## src/rtl/song_reader.sv

```systemverilog
// song_reader: playback sequencer for the music player.
//
// Walks a song held in a synchronous-read note memory, one entry per note,
// and presents each note code to the tone generator for its programmed
// duration (dur ticks of TICK_DIV clock cycles each). An entry whose duration
// field is 0 marks the end of the song. Playback also ends after the last
// memory address has been played. The address never wraps.
//
// Ports:
//   clk        system clock, all state updates on the rising edge
//   rst        asynchronous active-high reset
//   start      begin playback from address 0 (sampled only in IDLE)
//   stop       abort playback and return to IDLE (no done pulse)
//   mem_addr   note memory read address
//   mem_data   memory read data {note, dur}, valid one cycle after mem_addr
//   note       current note code to the tone generator (0 = rest)
//   note_valid high while a note is being played
//   playing    high in FETCH, LOAD and PLAY
//   done       one-cycle pulse at the normal end of the song
module song_reader #(
  parameter int ADDR_W   = 5,
  parameter int NOTE_W   = 8,
  parameter int DUR_W    = 8,
  parameter int TICK_DIV = 16
) (
  input  logic                    clk,
  input  logic                    rst,
  input  logic                    start,
  input  logic                    stop,
  output logic [ADDR_W-1:0]       mem_addr,
  input  logic [NOTE_W+DUR_W-1:0] mem_data,
  output logic [NOTE_W-1:0]       note,
  output logic                    note_valid,
  output logic                    playing,
  output logic                    done
);

  localparam int TICK_W = $clog2(TICK_DIV);
  localparam logic [TICK_W-1:0] TICK_LAST = TICK_W'(TICK_DIV - 1);
  localparam logic [ADDR_W-1:0] ADDR_LAST = '1;

  typedef enum logic [2:0] {IDLE, FETCH, LOAD, PLAY, DONE} state_t;

  state_t              state, state_next;
  logic [ADDR_W-1:0]   addr_next;
  logic [NOTE_W-1:0]   note_next;
  logic [DUR_W-1:0]    dur_cnt, dur_next;
  logic [TICK_W-1:0]   tick_cnt, tick_next;

  logic [NOTE_W-1:0]   mem_note;
  logic [DUR_W-1:0]    mem_dur;

  assign mem_note = mem_data[NOTE_W+DUR_W-1:DUR_W];
  assign mem_dur  = mem_data[DUR_W-1:0];

  // Status outputs decode the state register directly, so an asynchronous
  // reset clears them immediately along with the state.
  assign note_valid = (state == PLAY);
  assign playing    = (state == FETCH) || (state == LOAD) || (state == PLAY);
  assign done       = (state == DONE);

  // NOTE: every signal assigned in this block gets a default first, so no
  // path through the case leaves it unassigned and no latch is inferred.
  always_comb begin
    state_next = state;
    addr_next  = mem_addr;
    note_next  = note;
    dur_next   = dur_cnt;
    tick_next  = tick_cnt;

    unique case (state)
      IDLE: begin
        if (start && !stop) begin
          state_next = FETCH;
          addr_next  = '0;
        end
      end

      // Address is presented; the memory returns data during LOAD.
      FETCH: state_next = LOAD;

      LOAD: begin
        if (mem_dur == '0) begin
          state_next = DONE;
          note_next  = '0;
        end else begin
          state_next = PLAY;
          note_next  = mem_note;
          dur_next   = mem_dur;
          tick_next  = '0;
        end
      end

      PLAY: begin
        if (tick_cnt == TICK_LAST) begin
          tick_next = '0;
          dur_next  = dur_cnt - DUR_W'(1);
          if (dur_cnt == DUR_W'(1)) begin
            note_next = '0;
            if (mem_addr == ADDR_LAST) begin
              state_next = DONE;
            end else begin
              state_next = FETCH;
              addr_next  = mem_addr + ADDR_W'(1);
            end
          end
        end else begin
          tick_next = tick_cnt + TICK_W'(1);
        end
      end

      DONE: begin
        state_next = IDLE;
        addr_next  = '0;
      end

      default: state_next = IDLE;
    endcase

    // Abort overrides every transition above, including end-of-note and
    // the end marker, and never produces a done pulse.
    if (stop && ((state == FETCH) || (state == LOAD) || (state == PLAY))) begin
      state_next = IDLE;
      addr_next  = '0;
      note_next  = '0;
      dur_next   = '0;
      tick_next  = '0;
    end
  end

  // NOTE: sequential state uses non-blocking assignments so every register
  // samples the values from before the edge, independent of statement order.
  always_ff @(posedge clk or posedge rst) begin
    if (rst) begin
      state    <= IDLE;
      mem_addr <= '0;
      note     <= '0;
      dur_cnt  <= '0;
      tick_cnt <= '0;
    end else begin
      state    <= state_next;
      mem_addr <= addr_next;
      note     <= note_next;
      dur_cnt  <= dur_next;
      tick_cnt <= tick_next;
    end
  end

endmodule
```

## config.mk

```make
export PLATFORM = sky130hd
export DESIGN_NAME = song_reader
export DESIGN_NICKNAME = d
export VERILOG_FILES = /design/src/rtl/song_reader.sv
export SDC_FILE = /design/constraint.sdc
export NUM_CORES = 1
export LEC_CHECK = 0
export BUFFER_PORTS_ARGS = -buffer_cell sky130_fd_sc_hd__buf_2
export CAP_MARGIN = 30
export CORE_MARGIN = 2
export CORE_UTILIZATION = 30
export CTS_CLUSTER_DIAMETER = 40
export DETAILED_ROUTE_END_ITERATION = 10
export PLACE_DENSITY = 0.55
export SYNTH_ARGS = -nofsm -noshare
export SYNTH_HDL_FRONTEND = slang
export SYNTH_SLANG_ARGS = --single-unit
```

## constraint.sdc

```tcl
create_clock -name clk -period 1.82 [get_ports clk]
set_input_delay 0.364 -clock clk [delete_from_list [all_inputs] [get_ports clk]]
set_output_delay 0.364 -clock clk [all_outputs]
set_load 0.05 [all_outputs]
```

==> results.md <==
- Largest family of logic cells by synthesized area: compound AO/OA/AOI/OAI gates
- GP Congestion: 0.788
- Max clock buf depth: 2
- Overall Power: 0.00205 W
- RSZ-0062 raised after global routing: true
- Synth Area in XOR/XNOR: 0
- Status: complete, but fails checks
- Psw: 0.000721 W
- CTS tree: built
- CTS sink cnt: 28
- # H-tree levels: 1
- Max Freq: 524 MHz
- #FFs+latches synth: 28
- Hold Fails Final Rpt: 0
- Via count: 1622
- DR WL/cell: 14.1 um
- Fraction of the mapped netlist area in compound gates: 0.254
- Avg Vias per Cell: 5.13
- DRT Wirelength: 4.45 mm
- Synth cell types: 47
- Fin area: 0.00234 mm^2
- DP Area: 0.00216 mm^2
- Sequential power share: 0.366
- Fin cells: 316
- # diodes: 0
- Gate power share: 0.388
- Max cap viols: 0
- Crit. Startpoint: dur_cnt[7]
- Largest net degree at the start of global routing: 17
- Synth Flop Type: dfrtp_1
- Worst-path fanout max: 8
- Final critical-path share of the clock period: 1.05
- DP Cell Count: 306
- Row count: 26
- Most frequent cells in the layout: buf_4 (41), buf_2 (33), dfrtp_1 (25)
- Clock network fraction of design power: 0.246
- Async SR Flop Fraction: 1.00
- Initial antenna violation count: 0
- Required @ worst endpoint: 2.00 ns
- Startpoint types: flip-flop
- Setup WS post-layout: -0.0871 ns
- Relative slew slack: 0.650
- Number of I/O port buffers: 35
- CTS clk-pin slew, worst paths: 0.10 ns
- Chip Height: 78.0 um
- Power Dens Cells: 879 mW/mm^2
- Setup crit end kind: flip-flop
- Internal power: 0.00133 W
- Hold slack: 0.100 ns
- WP data arrival: 2.09 ns
- Full die area: 0.00608 mm^2
- Vias in the first global route: 1521
- Total congestion overflow: 0
- Final min period: 1.91 ns
- Worst Max-Slew Pin Slew: 0.525 ns
- Global-route wire length before repair: 7.40 mm
- Worst r2r src: dur_cnt[7]
- NumNets Final: 272
- Min-Delay Path Class: in2async
- Hpwl dp: 3.26 mm
- Max rail drop VDD: 0.000472 V
- Synthesized cell area: 0.00164 mm^2
- Total track usage: 0.149
- Post-Synth Simple-Gate Area: 0.210
- Slew Viols, Final: 0
- Count of yosys warnings during synthesis: 0
- Setup TNS: -0.791 ns
- Post-synth EDFFs: 0
- Clock Skews: 0.00248 ns
- Layout cells sized above 1: 0.443
- Cell count after synthesis: 171
- Clock latency on the worst-skew pair: 0.28 ns
- Failing checks: setup timing
- Synthesized area per cell: 9.60 um^2
- DR pass1 iterations: 4
- Critical setup path kind: reg2reg
- Inserted Clock Buffers: 3
- Root buffer cell: clkbuf_8
- IO Pins: 36
- Proportion of synthesized area in mux cells: 0.0130
- DRT iter0 DRCs: 93
- Static Leak: 1.12 nW
- Synth Area in Adders: 0.0381
- Post-synth net total: 196
- Setup violators final: 12
- Commonest non-fill, non-tap cell in the layout: buf_4
- Antenna viol nets, final: 0
- Sw Ratio: 0.351
- DRC: 0
- FF-to-FF path depth: 6
- Core area: 0.00520 mm^2
- Starting density of the core: 0.315
- Seq/Total Area, Yosys: 0.427
- Layout area overhead: 42.5%
- Horiz. Die Dim: 78.0 um
final timing paths:
path                            endpoint  slack (ns)
worst max-delay path             note[7]       -0.09
worst min-delay path             note[2]        0.10
worst max register to register   note[7]       -0.09
worst min register to register   note[5]        0.52
max in group asynchronous       state[1]        1.23
min in group clk                 note[7]        0.29
logic make-up after synthesis:
logic type | count (synthesis)
compound gates | 61
simple gates | 62
flops | 28
mux | 2
buf+inv | 13
fa+ha+maj | 5
worst max-delay path, stage by stage (launching register included):
cell and delay [ns]:
dfrtp_1 0.39, or4_4 0.56, nor4_4 0.17, buf_6 0.18, o21ai_2 0.06, a21o_4 0.22, a22o_1 0.23
stage by stage:
step                      utilization  setup WS, ns
final                           0.449       -0.0871
after global routing            0.449        -0.155
after CTS                       0.436       -0.0795
after detailed placement        0.414        -0.131
after global placement          0.414        -0.130
after floorplan                     -        -0.185
repair_timing:
action	in CTS	in global routing
pin swaps	6	0
setup endpoints to repair	13	24
setup buffers	2	4
gates resized for setup	7	13
hold buffers	0	0
sequential cells by signal, indices dropped and copies added, names as in the netlist:
name and flops:
dur_cnt 8, note 8, mem_addr 5, tick_cnt 4, state 3
Yosys cell counts, types with 2 or more instances:
library cell | count | share of area
ha_1 | 5 | 0.038
a21oi_1 | 12 | 0.037
nand2_1 | 7 | 0.016
and2_1 | 2 | 0.0076
a22o_1 | 11 | 0.059
clkbuf_8 | 4 | 0.034
nor2_1 | 22 | 0.050
o21ai_0 | 19 | 0.058
dfrtp_1 | 28 | 0.43
inv_1 | 5 | 0.011
and3_1 | 2 | 0.0076
a2111oi_0 | 2 | 0.011
a21o_1 | 3 | 0.014
nor2b_1 | 3 | 0.011
nor4_1 | 7 | 0.027
nand3_1 | 3 | 0.0091
o31ai_1 | 3 | 0.014
nor3_1 | 2 | 0.0061
nand2b_1 | 2 | 0.0076
clkbuf_1 | 2 | 0.0046
layer usage:
metal / track usage / vias to the layer above / share of wire
met1: 0.212 / 777 / 0.48
met4: 0.0316 / 0 / 0.0099
li1: - / 791 / -
met3: 0.0186 / 4 / 0.046
met5: 0 / - / 0
met2: 0.245 / 50 / 0.47
power groups by stage:
stage	Combinational (W)	Clock, W	Sequential [W]
after floorplan	0.000362	0	0.000869
after global placement	0.000707	0	0.000760
after detailed placement	0.000714	0	0.000759
after CTS	0.000740	0.000523	0.000749
after global routing	0.000870	0.000541	0.000764
final	0.000797	0.000505	0.000752
area by class of cell:
| class | count | area, um^2 |
|---|---|---|
| fillers | 503 | 2870 |
| well taps | 70 | 87.6 |
| repair buffers | 78 | 523 |
| inverters | 6 | 22.5 |
| clock buffers | 3 | 41.3 |
| multi-input cells | 130 | 930 |
| flip-flops and latches | 28 | 704 |
| clock inverters | 1 | 30.0 |
Note: power is estimated with default switching activity, not from simulation.
